--- src/rtl/axis_pkg.sv ---
// Shared types and helpers for the AXI-Stream packet generator.
// Helpers work on a fixed maximum lane count; callers slice down to their own width.
package axis_pkg;

    typedef enum logic {IDLE, SEND} pktgen_state_t;

    localparam int unsigned MAX_BYTES = 128;

    // Low (len_lsbs + 1) lanes enabled.
    function automatic logic [MAX_BYTES-1:0] keep_mask(input int unsigned len_lsbs);
        logic [MAX_BYTES-1:0] m;
        m = '0;
        for (int unsigned i = 0; i < MAX_BYTES; i++) begin
            m[i] = (i <= len_lsbs);
        end
        return m;
    endfunction

    // Lane i = seed + base + i (8-bit wrap); lanes not in keep are zeroed.
    function automatic logic [MAX_BYTES*8-1:0] byte_pattern(input logic [7:0]           seed,
                                                            input logic [7:0]           base,
                                                            input logic [MAX_BYTES-1:0] keep);
        logic [MAX_BYTES*8-1:0] d;
        d = '0;
        for (int unsigned i = 0; i < MAX_BYTES; i++) begin
            d[i*8 +: 8] = keep[i] ? (seed + base + 8'(i)) : 8'h00;
        end
        return d;
    endfunction

endpackage

--- src/rtl/axis_pkt_gen.sv ---
// AXI-Stream packet transmitter: one command in, one incrementing-byte packet out.
// The output register doubles as the holding stage; the next beat loads only on handshake.
module axis_pkt_gen
    import axis_pkg::*;
#(
    parameter int unsigned DATA_WIDTH = 32,
    parameter int unsigned USER_WIDTH = 8,
    parameter int unsigned ID_WIDTH   = 4,
    parameter int unsigned LEN_WIDTH  = 16
) (
    input  logic                    CLK,
    input  logic                    RST_N,
    input  logic                    CMD_VALID,
    output logic                    CMD_READY,
    input  logic [LEN_WIDTH-1:0]    CMD_LEN,
    input  logic [ID_WIDTH-1:0]     CMD_ID,
    input  logic [USER_WIDTH-1:0]   CMD_USER,
    input  logic [7:0]              CMD_SEED,
    input  logic                    M_AXIS_TREADY,
    output logic                    M_AXIS_TVALID,
    output logic [DATA_WIDTH-1:0]   M_AXIS_TDATA,
    output logic [USER_WIDTH-1:0]   M_AXIS_TUSER,
    output logic [ID_WIDTH-1:0]     M_AXIS_TID,
    output logic [DATA_WIDTH/8-1:0] M_AXIS_TKEEP,
    output logic                    M_AXIS_TLAST,
    output logic                    BUSY,
    output logic                    PKT_DONE,
    output logic [31:0]             PKT_CNT
);

    localparam int unsigned BYTES = DATA_WIDTH / 8;
    localparam int unsigned LOG2B = $clog2(BYTES);
    localparam logic [BYTES-1:0]     KEEP_ALL = {BYTES{1'b1}};
    localparam logic [LEN_WIDTH-1:0] LSB_MASK = LEN_WIDTH'(BYTES - 1);

    pktgen_state_t         r_state,     w_state_nxt;
    logic                  r_tvalid,    w_tvalid_nxt;
    logic [DATA_WIDTH-1:0] r_tdata,     w_tdata_nxt;
    logic [BYTES-1:0]      r_tkeep,     w_tkeep_nxt;
    logic                  r_tlast,     w_tlast_nxt;
    logic [USER_WIDTH-1:0] r_tuser,     w_tuser_nxt;
    logic [ID_WIDTH-1:0]   r_tid,       w_tid_nxt;
    logic [7:0]            r_seed,      w_seed_nxt;
    logic [7:0]            r_offset,    w_offset_nxt;
    logic [LEN_WIDTH-1:0]  r_beat_cnt,  w_beat_cnt_nxt;
    logic [BYTES-1:0]      r_last_keep, w_last_keep_nxt;
    logic                  r_pkt_done;
    logic [31:0]           r_pkt_cnt;

    logic                   w_hs;
    logic                   w_last_hs;
    logic                   w_cmd_ready;
    logic                   w_cmd_acc;
    logic [LEN_WIDTH-1:0]   w_cmd_beats_m1;
    logic [LEN_WIDTH-1:0]   w_cmd_lsbs;
    logic [MAX_BYTES-1:0]   w_cmd_keep_wide;
    logic [BYTES-1:0]       w_cmd_keep;
    logic [7:0]             w_pat_seed;
    logic [7:0]             w_pat_off;
    logic [BYTES-1:0]       w_pat_keep;
    logic [MAX_BYTES*8-1:0] w_pat_wide;
    logic [DATA_WIDTH-1:0]  w_pat_data;

    assign w_hs        = r_tvalid & M_AXIS_TREADY;
    assign w_last_hs   = w_hs & r_tlast;
    // Ready again on the last-beat handshake so back-to-back packets have no bubble.
    assign w_cmd_ready = (r_state == IDLE) | w_last_hs;
    assign w_cmd_acc   = CMD_VALID & w_cmd_ready;

    assign w_cmd_beats_m1  = CMD_LEN >> LOG2B;
    assign w_cmd_lsbs      = CMD_LEN & LSB_MASK;
    assign w_cmd_keep_wide = keep_mask(32'(w_cmd_lsbs));
    assign w_cmd_keep      = w_cmd_keep_wide[BYTES-1:0];

    // Beat source: beat 0 of a new command, otherwise the beat after the current one.
    always_comb begin
        w_pat_seed = r_seed;
        w_pat_off  = r_offset + 8'(BYTES);
        w_pat_keep = (r_beat_cnt == LEN_WIDTH'(1)) ? r_last_keep : KEEP_ALL;
        if (w_cmd_acc) begin
            w_pat_seed = CMD_SEED;
            w_pat_off  = 8'h00;
            w_pat_keep = (w_cmd_beats_m1 == '0) ? w_cmd_keep : KEEP_ALL;
        end
    end

    assign w_pat_wide = byte_pattern(w_pat_seed, w_pat_off, MAX_BYTES'(w_pat_keep));
    assign w_pat_data = w_pat_wide[DATA_WIDTH-1:0];

    always_comb begin
        w_state_nxt     = r_state;
        w_tvalid_nxt    = r_tvalid;
        w_tdata_nxt     = r_tdata;
        w_tkeep_nxt     = r_tkeep;
        w_tlast_nxt     = r_tlast;
        w_tuser_nxt     = r_tuser;
        w_tid_nxt       = r_tid;
        w_seed_nxt      = r_seed;
        w_offset_nxt    = r_offset;
        w_beat_cnt_nxt  = r_beat_cnt;
        w_last_keep_nxt = r_last_keep;
        if (w_cmd_acc) begin
            w_state_nxt     = SEND;
            w_tvalid_nxt    = 1'b1;
            w_seed_nxt      = CMD_SEED;
            w_offset_nxt    = 8'h00;
            w_beat_cnt_nxt  = w_cmd_beats_m1;
            w_last_keep_nxt = w_cmd_keep;
            w_tuser_nxt     = CMD_USER;
            w_tid_nxt       = CMD_ID;
            w_tlast_nxt     = (w_cmd_beats_m1 == '0);
            w_tkeep_nxt     = w_pat_keep;
            w_tdata_nxt     = w_pat_data;
        end else if (w_last_hs) begin
            w_state_nxt  = IDLE;
            w_tvalid_nxt = 1'b0;
            w_tdata_nxt  = '0;
            w_tkeep_nxt  = '0;
            w_tlast_nxt  = 1'b0;
            w_tuser_nxt  = '0;
            w_tid_nxt    = '0;
        end else if (w_hs) begin
            w_offset_nxt   = w_pat_off;
            w_beat_cnt_nxt = r_beat_cnt - LEN_WIDTH'(1);
            w_tlast_nxt    = (r_beat_cnt == LEN_WIDTH'(1));
            w_tkeep_nxt    = w_pat_keep;
            w_tdata_nxt    = w_pat_data;
        end
    end

    always_ff @(posedge CLK or negedge RST_N) begin
        if (!RST_N) begin
            r_state     <= IDLE;
            r_tvalid    <= 1'b0;
            r_tdata     <= '0;
            r_tkeep     <= '0;
            r_tlast     <= 1'b0;
            r_tuser     <= '0;
            r_tid       <= '0;
            r_seed      <= '0;
            r_offset    <= '0;
            r_beat_cnt  <= '0;
            r_last_keep <= '0;
            r_pkt_done  <= 1'b0;
            r_pkt_cnt   <= '0;
        end else begin
            r_state     <= w_state_nxt;
            r_tvalid    <= w_tvalid_nxt;
            r_tdata     <= w_tdata_nxt;
            r_tkeep     <= w_tkeep_nxt;
            r_tlast     <= w_tlast_nxt;
            r_tuser     <= w_tuser_nxt;
            r_tid       <= w_tid_nxt;
            r_seed      <= w_seed_nxt;
            r_offset    <= w_offset_nxt;
            r_beat_cnt  <= w_beat_cnt_nxt;
            r_last_keep <= w_last_keep_nxt;
            r_pkt_done  <= w_last_hs;
            r_pkt_cnt   <= r_pkt_cnt + 32'(w_last_hs);
        end
    end

    assign CMD_READY     = w_cmd_ready;
    assign M_AXIS_TVALID = r_tvalid;
    assign M_AXIS_TDATA  = r_tdata;
    assign M_AXIS_TKEEP  = r_tkeep;
    assign M_AXIS_TLAST  = r_tlast;
    assign M_AXIS_TUSER  = r_tuser;
    assign M_AXIS_TID    = r_tid;
    assign BUSY          = (r_state == SEND);
    assign PKT_DONE      = r_pkt_done;
    assign PKT_CNT       = r_pkt_cnt;

endmodule

--- config.mk ---
export PLATFORM = sky130hd
export DESIGN_NAME = axis_pkt_gen
export DESIGN_NICKNAME = d
export VERILOG_FILES = /design/src/rtl/axis_pkg.sv /design/src/rtl/axis_pkt_gen.sv
export SDC_FILE = /design/constraint.sdc
export NUM_CORES = 1
export LEC_CHECK = 0
export BUFFER_PORTS_ARGS = -buffer_cell sky130_fd_sc_hd__buf_2
export CORE_MARGIN = 2
export CORE_UTILIZATION = 37
export DETAILED_ROUTE_END_ITERATION = 8
export GPL_TIMING_DRIVEN = 0
export PLACE_DENSITY = 0.65
export SYNTH_ARGS = -nofsm -noshare
export SYNTH_HDL_FRONTEND = slang
export SYNTH_SLANG_ARGS = --single-unit
--- constraint.sdc ---
create_clock -name CLK -period 3.6 [get_ports CLK]
set_input_delay 0.72 -clock CLK [delete_from_list [all_inputs] [get_ports CLK]]
set_output_delay 0.72 -clock CLK [all_outputs]
set_load 0.1 [all_outputs]
* Yosys cells after proc, flatten, opt, wreduce, memory -nomap -nowiden
Cells that the tools add are included.
** Word-level totals
- Bits of input ports :: 40
- Memory bits (read-only) :: 0
- Output and inout port bits :: 85
- Memories :: 0
- Memory bits (writable) :: 0
- Register bits after elaboration :: 119
- Latch bits :: 0
** Operators by class
- Add/sub/neg operators :: 7
- $lt $le $gt $ge :: 3
- Shift-type cells :: 0
- Equality and inequality tests :: 2
- Divide/modulo/power cells :: 0
- Multiply operators :: 0
- Reductions and logical operators :: 5
- Mux-type cells :: 30
- Bitwise logic cells :: 5
** Operator list (number)
- $mux 32 :: 3
- $mux 8 :: 11
- $mux 16 :: 3
- $add 32x1->32 :: 1
- $mux 4 :: 8
- $add 8x2->8 const B :: 2
- $eq 16x1->1 const B :: 1
- $logic_not 16->1 :: 1
- $sub 16x1->16 const B :: 1
- $add 8x1->8 const B :: 1
- $add 8x3->8 const B :: 1
- $add 8x8->8 :: 1
- $mux 1 :: 5
- $le 2x2->1 const A :: 2
- $reduce_bool 2->1 :: 2
- $and 1x1->1 :: 3
- $reduce_bool 3->1 :: 1
- $le 1x2->1 const A :: 1
- $ne 2x1->1 const B :: 1
- $reduce_and 2->1 :: 1
- $not 1->1 :: 1
- $or 1x1->1 :: 1

* Logic depth before layout (Yosys ltp)
Gate-level depths: netlist of run 1.
- Word-level depth :: 11
- Gate-level depth with buffers :: 17
- Gate-level depth less buffers :: 14

* Worst setup path after synthesis of run 1
OpenSTA, ideal clock, no wires.
- Path type :: flip-flop to flip-flop
- From :: register r_state (netlist: BUSY)
- To :: register r_tdata[15] (netlist: M_AXIS_TDATA[15])
- Path buffers :: 3
- Path slack :: -1.070 ns
- Data arrival time :: 4.548 ns
- Stages on the path, launching flop included :: 17
- Clock period less this slack :: 4.670 ns
- Cell sequence :: dfrtp_1 > a21bo_2 > nand2_1 > buf_2 > buf_2 > buf_1 > nand2_1 > nand2_1 > ha_1 > inv_1 > fa_1 > nand2b_1 > a2111oi_2 > a311oi_2 > nor4_1 > xnor3_1 > a22o_1
** Between the ends
- Cells in the longest elaborated chain, start to end :: 11
- Elaborated cells on any way between the ends :: 15
- Classes of those cells :: add/sub: 2; mux: 7; bitwise: 5; reduce/logical: 1
** RTL lines
- start, declared :: line axis_pkt_gen.sv:36 : pktgen_state_t r_state, w_state_nxt;
- start signal, assigned :: line axis_pkt_gen.sv:147 : r_state <= w_state_nxt;
- $and 1x1->1 (2 in a row)
- $or 1x1->1 * :: line axis_pkt_gen.sv:67 : assign w_cmd_ready = (r_state == IDLE) | w_last_hs;
- net CMD_READY :: line axis_pkt_gen.sv:14 : output logic CMD_READY,
- $and 1x1->1 * :: line axis_pkt_gen.sv:68 : assign w_cmd_acc = CMD_VALID & w_cmd_ready;
- $mux 8 * :: line axis_pkt_gen.sv:80 : if (w_cmd_acc) begin
- net w_pat_seed[0] :: line axis_pkt_gen.sv:58 : logic [7:0] w_pat_seed;
- $add 8x8->8 *
- $add 8x1->8 * :: line axis_pkg.sv:26 : d[i*8 +: 8] = keep[i] ? (seed + base + 8'(i)) : 8'h00;
- $mux 8 * :: line axis_pkg.sv:26
- $mux 32 :: line axis_pkt_gen.sv:122 : end else if (w_hs) begin
- $mux 32 :: line axis_pkt_gen.sv:114 : end else if (w_last_hs) begin
- $mux 32 * :: line axis_pkt_gen.sv:102 : if (w_cmd_acc) begin
- end signal, assigned :: line axis_pkt_gen.sv:149 : r_tdata <= w_tdata_nxt;
- end, declared :: line axis_pkt_gen.sv:38 : logic [DATA_WIDTH-1:0] r_tdata, w_tdata_nxt;
The timed path passes the listed nets; every way through them passes the cells marked *. The select of a mux whose other input is x is not followed.
A chain may end at the register's enable or synchronous reset.

* Worst setup path in the final report of run 1
- From :: register r_tlast (netlist: M_AXIS_TLAST)
- To :: register r_tdata[15] (netlist: M_AXIS_TDATA[15])
** Between the ends
- Cells in the longest elaborated chain, start to end :: 10
- Elaborated cells on any way between the ends :: 13
- Classes of those cells :: add/sub: 2; mux: 7; bitwise: 3; reduce/logical: 1
** RTL lines
- start, declared :: line axis_pkt_gen.sv:40 : logic r_tlast, w_tlast_nxt;
- start signal, assigned :: line axis_pkt_gen.sv:151 : r_tlast <= w_tlast_nxt;
- $and 1x1->1 * :: line axis_pkt_gen.sv:65 : assign w_last_hs = w_hs & r_tlast;
- $or 1x1->1 * :: line axis_pkt_gen.sv:67
- $and 1x1->1 * :: line axis_pkt_gen.sv:68
- $mux 8 * :: line axis_pkt_gen.sv:80
- net w_pat_seed[1] :: line axis_pkt_gen.sv:58
- $add 8x8->8 *
- $add 8x1->8 * :: line axis_pkg.sv:26
- $mux 8 * :: line axis_pkg.sv:26
- $mux 32 :: line axis_pkt_gen.sv:122
- $mux 32 :: line axis_pkt_gen.sv:114
- $mux 32 * :: line axis_pkt_gen.sv:102
Marks and branches as above.

==> impl_metrics.ini, run 1 <==
[synthesis]
synth_xor_area_share_pct = 9.68
synth_fa_ha_area_share_pct = 3.71
netlist-cell-type-count = 60
synth_edf_count = 0
synthMuxAreaShare_pct = 1.33
synthesis.area_mm2 = 0.00593
yosysSeqAreaShare_pct = 50.2
synthCells = 595
synth-async-reset-ratio_pct = 100
synth-seq-cells = 119
synthSimpleGateAreaFrac_pct = 19.8
yosys_warnings = 0
synth.avg_cell_area_um2 = 9.97
synth-main-ff-cell = dfrtp_1
synth_compound_area_share_pct = 12.0
synth_top_family_by_area = simple AND/OR/NAND/NOR gates
syn_nets = 652

[detailed_routing]
first_pass_iters = 4
vias = 4851
avgRoutedWirePerCell_um = 14.9
drc_errors = 0
first_iter_violations = 301
antenna_left = 0
drt-vias-per-instance = 4.95
wl_mm = 14.6

[layout]
finalNonFillerCells = 980
layout_common_cells = buf_2, dfrtp_1, nand2_1
nNetsFinal = 806
fillerInstances = 1491
final_util_pct = 49.1
drive_above_1_share_pct = 28.9
mostFrequentLayoutCell = buf_2
area_delta_synth_final_pct = 30.5

[setup_path]
arrival_ns = 3.73
critPathMaxFanout = 13
endpoint_kind = register
crit_end = M_AXIS_TDATA[15]
worstSetupPathType = reg -> reg
reg2reg_to = M_AXIS_TDATA[15]
worst_ep_required_time_ns = 3.90
startpoint_type = register
timing.rr.start = M_AXIS_TLAST
ff2ff_setup_slack_ns = 0.17
rr_worst_depth = 12
crit_start = M_AXIS_TLAST

[flow_run]
drv_cap = 0

[timing]
tightest_slew_ns = 0.821
slew_headroom_pct = 45.2
fin_skew_ns = 0.0130
worst_slack_ns = 0.171
setup_viol = 0
drv_slew = 0
hold_viol_final = 0
clock.fmax_mhz = 292
period_minus_slack_ns = 3.43
fin_crit_sh_pct = 95.3

[floorplan]
die-area_mm2 = 0.0171
core-area_mm2 = 0.0158
start_util_pct = 37.6
die_w_um = 131
die_h_um = 131
std_cell_rows = 46
pin_count = 125

[power_and_ir_drop]
p_leak_nw = 3.78
power_density_mw_per_mm2 = 892
ir_drop_v = 0.000596
p_total_mw = 6.91

[placed_design]
io_buffers = 124
post-dp-hpwl_mm = 10.5
gp_congestion = 0.872
pre_cts_ws_ns = -0.554
numPlacedInstances = 936

[grt]
antenna_found_initial = 0
grt_use_total_pct = 17.8
grt_start_max_net_pins = 65
grt-ovfl-total = 0
grt_pass1_vias = 4568
grt_pass1_wl_mm = 23.5

[clock_tree]
cts_tree = yes
cts.sinks = 119
clkLatencyLatePin_ns = 0.42
clockBufferDepth = 2
cts_hold_buffers = 0
cts_buffers = 17
htree_levels = 4
path_clk_slew_ns = 0.06
clockRootBuffer = clkbuf_16

[hold_path]
hold_class = in -> async

[outcome]
outcome = finished clean
power by group:
part,internal (mW),leakage (nW),switching [mW]
clock network,1.16,0.297,0.638
logic,0.941,1.97,2.32
registers,1.63,1.51,0.214
worst min path at each step:
stage / startpoint / end / slack (ns) / cells past startpoint
finish: RST_N / M_AXIS_TUSER[2] / 0.28 / 1
global route: RST_N / M_AXIS_TUSER[2] / 0.30 / 1
CTS: RST_N / M_AXIS_TID[0] / 0.29 / 1
detailed placement: r_last_keep[0] / r_last_keep[0] / 0.46 / 1
global placement: r_last_keep[0] / r_last_keep[0] / 0.45 / 1
floorplan: RST_N / M_AXIS_TDATA[0] / 0.42 / 0
per-stage QoR:
stage	hold slack [ns]	TNS (ns)	cell area, um2
finish	0.284	0	7740
floorplan	0.424	-0.323	6030
global placement	0.454	-4.65	6920
CTS	0.292	0	7640
global route	0.304	-0.000270	7740
detailed placement	0.457	-4.68	6960
cell families (layout without fill, tap and decap cells):
family | count (synthesis) | in the layout
DFF | 119 | 119
buffers and inverters | 45 | 212
xor gates and xnor gates | 60 | 60
adders and majority gates | 17 | 17
other | 0 | 2
AOI/OAI and AO/OA | 107 | 107
muxes | 7 | 7
and+or+nand+nor | 240 | 240
state kept, by name (all words and copies together), names as in the netlist:
register      count
r_offset          8
M_AXIS_TUSER      8
r_last_keep       4
M_AXIS_TID        4
PKT_DONE          1
r_beat_cnt       16
M_AXIS_TLAST      1
M_AXIS_TKEEP      4
PKT_CNT          32
r_seed            8
M_AXIS_TDATA     32
BUSY              1
timing repair:
action	in CTS	in global routing
endpoints found under the setup margin	5	5
gates resized for setup	9	12
setup buffers	2	11
pin swaps	2	5
endpoints found under the hold margin	0	0
layout make-up:
cell class / instances / area, um2 / area share [%]
Buffer: 19 / 131 / 1.70
Tap cell: 216 / 270 / 3.49
Clock buffer: 18 / 429 / 5.54
Sequential cell: 119 / 2990 / 38.6
Antenna cell: 2 / 5.00 / 0.0647
Inverter: 23 / 86.3 / 1.12
Timing Repair Buffer: 138 / 752 / 9.71
Clock inverter: 14 / 200 / 2.59
Multi-Input combinational cell: 431 / 2880 / 37.2
layer usage:
metal  track usage [%]  share of wire (%)
met1              24.2                 48
met2              28.1                 47
met3              4.40                4.1
met4              5.57                1.5
met5                 0                  0
worst max-delay path, stage by stage, from the launching register on:
cell and delay, ns:
dfrtp_4 0.50, a21bo_4 0.26, nand2_8 0.12, clkbuf_4 0.23
mux2i_2 0.29, inv_1 0.09, ha_1 0.29, a211oi_2 0.27
nor2_1 0.12, a211o_1 0.35, nor4_2 0.32, xnor3_1 0.28
a22o_1 0.20
synth_stat cells (11+ instances only):
| cell type | count | area, um2 |
|---|---|---|
| nand2_1 | 106 | 398 |
| xnor2_1 | 38 | 333 |
| a21oi_1 | 18 | 90.1 |
| clkbuf_1 | 11 | 41.3 |
| o21ai_0 | 34 | 170 |
| dfrtp_1 | 119 | 2980 |
| ha_1 | 16 | 200 |
| nor2_1 | 35 | 131 |
| nand3_1 | 31 | 155 |
| a22o_1 | 14 | 123 |
| xor2_1 | 18 | 158 |
| inv_1 | 23 | 86.3 |
| nor3_1 | 12 | 60.1 |
Power figures use the tool's default switching activity.
==> run 2: changes to the inputs <==
Settings changed: MAX_ROUTING_LAYER from default to met4.
==> run 2 against run 1 <==
Against the previous run:
- sequential power about the same
- via count down 0.76%
- sequential cell count unchanged
- largest cell class unchanged
- largest power group unchanged
- highest routed layer unchanged
==> impl_metrics.ini, run 2 (synthesis results as in run 1) <==
[timing]
clock.fmax_mhz = 291
fin_skew_ns = 0.0120
setup_viol = 0
hold_viol_final = 0
drv_slew = 0
period_minus_slack_ns = 3.43
tightest_slew_ns = 0.817
worst_slack_ns = 0.168
fin_crit_sh_pct = 95.3
slew_headroom_pct = 45.5

[detailed_routing]
drc_errors = 0
antenna_left = 0
vias = 4814
first_iter_violations = 262
drt-vias-per-instance = 4.92
first_pass_iters = 5
wl_mm = 14.5
avgRoutedWirePerCell_um = 14.8

[hold_path]
hold_class = in -> async

[clock_tree]
cts_tree = yes
cts_buffers = 17
clkLatencyLatePin_ns = 0.41
clockRootBuffer = clkbuf_16
cts.sinks = 119
path_clk_slew_ns = 0.06
htree_levels = 4
clockBufferDepth = 2

[layout]
fillerInstances = 1492
mostFrequentLayoutCell = buf_2
drive_above_1_share_pct = 28.9
multiInputGateArea_mm2 = 0.00288
nNetsFinal = 806
layout_common_cells = buf_2, dfrtp_1, nand2_1
area_delta_synth_final_pct = 30.5
seqCellArea_mm2 = 0.00299

[setup_path]
crit_family = compound AO/OA/AOI/OAI gates
worst_path_max_delay_cell = dfrtp_4
cp_slowest_stage_delay_ns = 0.50
worstSetupPathType = reg -> reg
startpoint_type = register
path_buf_inv = 4
endpoint_kind = register
worst_ep_required_time_ns = 3.90
critPathMaxFanout = 11
path_cells = a21bo_4, and2_4, buf_12, buf_4, nand2_1, nand2_1, ha_1, xor2_4, inv_2, buf_4, ha_1, a21oi_1, nor4_2, xnor3_1, a22o_1
crit_start = M_AXIS_TLAST
timing.rr.start = M_AXIS_TLAST
arrival_ns = 3.73

[grt]
grt-ovfl-total = 0
grt_pass1_vias = 4555
grt_start_max_net_pins = 65
grt_use_total_pct = 18.3
grt_pass1_wl_mm = 23.5
antenna_found_initial = 0

[power_and_ir_drop]
ir_drop_v = 0.000596
p_total_mw = 6.91
power_density_mw_per_mm2 = 892
p_leak_nw = 3.78

[outcome]
outcome = finished clean

[floorplan]
std_cell_rows = 46
die-area_mm2 = 0.0171
die_h_um = 131
pin_count = 125
core-area_mm2 = 0.0158
start_util_pct = 37.6
die_w_um = 131

[placed_design]
post-dp-hpwl_mm = 10.5
gp_congestion = 0.887
pre_cts_ws_ns = -0.554
io_buffers = 124

[flow_run]
drv_cap = 0
[run 2: changes by cell type in the layout (fill, tap and decap cells not counted)]
cell	delta
diode_2	-1
[run 2: per-stage QoR]
stage	util, %	hold WS [ns]	std cells	instance area (um2)	TNS (ns)
after global placement	43.9	0.454	935	6920	-4.65
after floorplan	-	0.424	595	6030	-0.323
after global routing	49.1	0.305	978	7740	-0.00432
final	49.1	0.280	979	7740	0
after CTS	48.4	0.292	969	7640	0
after detailed placement	44.1	0.457	936	6960	-4.68
[run 2: layout make-up]
| class | count | share of cell area (%) |
|---|---|---|
| Antenna cell | 1 | 0.0323 |
| Buffer | 19 | 1.70 |
| Clock buffer | 18 | 5.55 |
| Clock inverter | 14 | 2.59 |
| Inverter | 23 | 1.12 |
| Multi-Input combinational cell | 431 | 37.2 |
| Sequential cell | 119 | 38.6 |
| Tap cell | 216 | 3.49 |
| Timing Repair Buffer | 138 | 9.72 |
[run 2: worst register-to-register path: stages, from the launching register on]
cell and delay [ns]:
dfrtp_4 0.50, a21bo_4 0.26, and2_4 0.17, buf_12 0.14, buf_4 0.14, nand2_1 0.06, nand2_1 0.09, ha_1 0.49
xor2_4 0.29, inv_2 0.07, buf_4 0.15, ha_1 0.19, a21oi_1 0.32, nor4_2 0.08, xnor3_1 0.19, a22o_1 0.20
[run 2: report_power, final]
group	internal, mW	leakage (nW)	switching (mW)
sequential	1.63	1.51	0.214
combinational	0.941	1.97	2.32
clock	1.16	0.297	0.634
[run 2: worst paths after layout]
kind,slack (ns),to,cells past startpoint
max,0.17,M_AXIS_TDATA[31],15
min,0.28,M_AXIS_TUSER[2],1
max reg2reg,0.17,M_AXIS_TDATA[31],15
min reg2reg,0.46,PKT_CNT[31],1
max in group asynchronous,2.64,M_AXIS_TDATA[23],2
min in group CLK,0.46,PKT_CNT[31],1
[run 2: metal layers]
layer / GRT usage, % / vias up / part of all wire [%]
li1: - / 2382 / -
met1: 24.2 / 2318 / 48
met2: 28.2 / 101 / 47
met3: 4.15 / 13 / 3.5
met4: 5.57 / 0 / 1.3
met5: - / - / 0
[run 2: timing repair]
action,CTS,global route
cloned,0,0
resized for setup,9,12
hold buffers,0,0
setup endpoints to repair,5,5
buffers inserted,2,11
pin swaps,2,5
==> run 3: changes to the inputs <==
Settings changed: PLACE_DENSITY 0.65 to 0.63.
Clock period 3.6 ns to 3.16 ns, I/O delays scaled along.
==> run 3 against run 2 <==
Against the previous run:
- sequential cell count unchanged
- the run now ends with negative setup slack left
- total power up 24%
- final area up 5.9%
- combinational power up 29%
- clock power up 25%
==> impl_metrics.ini, run 3 (synthesis results as in run 1) <==
[timing]
tns_ns = -0.103
clock.fmax_mhz = 313
drv_slew = 0
whs_ns = 0.208
setup_viol = 4
fin_skew_ns = 0.00611
fin_crit_sh_pct = 101
slew_headroom_pct = 38.8
rsz0062_at_grt = yes
period_minus_slack_ns = 3.19
hold_viol_final = 0
worst_slack_ns = -0.0341
tightest_slew_ns = 0.917

[layout]
finish.instance_area_mm2 = 0.00820
final_util_pct = 52.0
multiInputGateArea_mm2 = 0.00312
mostFrequentLayoutCell = buf_2
seqCellArea_mm2 = 0.00299
fillerInstances = 1471
drive_above_1_share_pct = 32.9
finalNonFillerCells = 995
area_delta_synth_final_pct = 38.2
layout_common_cells = buf_2, dfrtp_1, nand2_1
nNetsFinal = 823

[placed_design]
dpl_cell_area_mm2 = 0.00703
post-dp-hpwl_mm = 11.3
gp_congestion = 0.837
io_buffers = 124
numPlacedInstances = 936
pre_cts_ws_ns = -0.812

[floorplan]
start_util_pct = 37.6
die_w_um = 131
std_cell_rows = 46
die_h_um = 131
pin_count = 125
die-area_mm2 = 0.0171
core-area_mm2 = 0.0158

[power_and_ir_drop]
power_density_mw_per_mm2 = 1050
ir_drop_v = 0.000795
p_leak_nw = 3.96
p_total_mw = 8.58

[grt]
grt-ovfl-total = 0
grt_pass1_wl_mm = 25.4
grt_use_total_pct = 19.8
grt_start_max_net_pins = 64
antenna_found_initial = 1
grt_pass1_vias = 5027

[clock_tree]
clockRootBuffer = clkbuf_16
cts.sinks = 119
clkLatencyLatePin_ns = 0.41
path_clk_slew_ns = 0.06
cts_buffers = 17
clockBufferDepth = 2
cts_tree = yes
htree_levels = 4

[hold_path]
hold_class = in -> async

[flow_run]
drv_cap = 0

[detailed_routing]
vias = 5060
drt-vias-per-instance = 5.09
first_iter_violations = 321
first_pass_iters = 5
drc_errors = 0
avgRoutedWirePerCell_um = 16.5
wl_mm = 16.4
antenna_left = 0

[setup_path]
endpoint_kind = register
worst_ep_required_time_ns = 3.46
startpoint_type = register
rr_worst_depth = 15
arrival_ns = 3.49
critPathMaxFanout = 8
worstSetupPathType = reg -> reg

[outcome]
outcome = complete, but fails checks
violations = negative setup slack
==> run 3: changes by cell type in the layout (fill, tap and decap cells not counted), sizes merged <==
cell,delta
clkbuf,+7
clkinv,-5
clkinvlp,-2
inv,-2
bufinv,+2
buf,+16
==> run 3: final cells by class <==
type / instances / share of cell area [%]
diodes: 1 / 0.0305
inverters: 23 / 1.05
flip-flops and latches: 119 / 36.4
clock inverters: 7 / 2.29
repair buffers: 155 / 10.7
clock buffers: 24 / 6.12
multi-input cells: 431 / 38.1
well taps: 216 / 3.30
plain buffers: 19 / 2.00
==> run 3: report_power, final <==
group | total (mW) | internal [mW] | switching [mW] | leakage, nW
clock | 2.25 | 1.58 | 0.670 | 0.333
sequential | 2.11 | 1.85 | 0.255 | 1.51
combinational | 4.22 | 1.31 | 2.91 | 2.12
==> run 3: layer usage <==
layer	global-route usage, %	share of wire [%]
met5	-	0
met4	9.89	2.6
met3	3.66	5.4
met2	31.1	49
met1	24.5	43
==> run 3: worst paths after layout <==
kind	endpoint	startpoint	slack [ns]
worst max-delay path	M_AXIS_TDATA[15]	BUSY	-0.03
worst min-delay path	r_beat_cnt[2]	RST_N	0.21
worst max register to register	M_AXIS_TDATA[15]	BUSY	-0.03
worst min register to register	PKT_CNT[31]	PKT_CNT[31]	0.47
max in group asynchronous	M_AXIS_TLAST	RST_N	2.25
min in group CLK	M_AXIS_TID[2]	CMD_ID[2]	0.41
==> run 3: worst max-delay path, stage by stage, from the launching register on <==
cell	delay (ns)
dfrtp_4	0.49
a21bo_4	0.24
and2_4	0.18
buf_8	0.13
nand2_4	0.05
nand2_4	0.08
ha_4	0.14
inv_2	0.03
fa_2	0.33
nand2b_4	0.18
a21o_1	0.19
a311oi_4	0.44
buf_4	0.21
nor4_4	0.03
xnor3_1	0.18
a22o_1	0.18
==> run 3: repair_timing <==
action | in CTS | in global routing
endpoints found under the hold margin | 0 | 0
pin swaps | 14 | 14
gates resized for setup | 24 | 23
endpoints found under the setup margin | 18 | 9
setup buffers | 18 | 12
hold buffers | 0 | 0
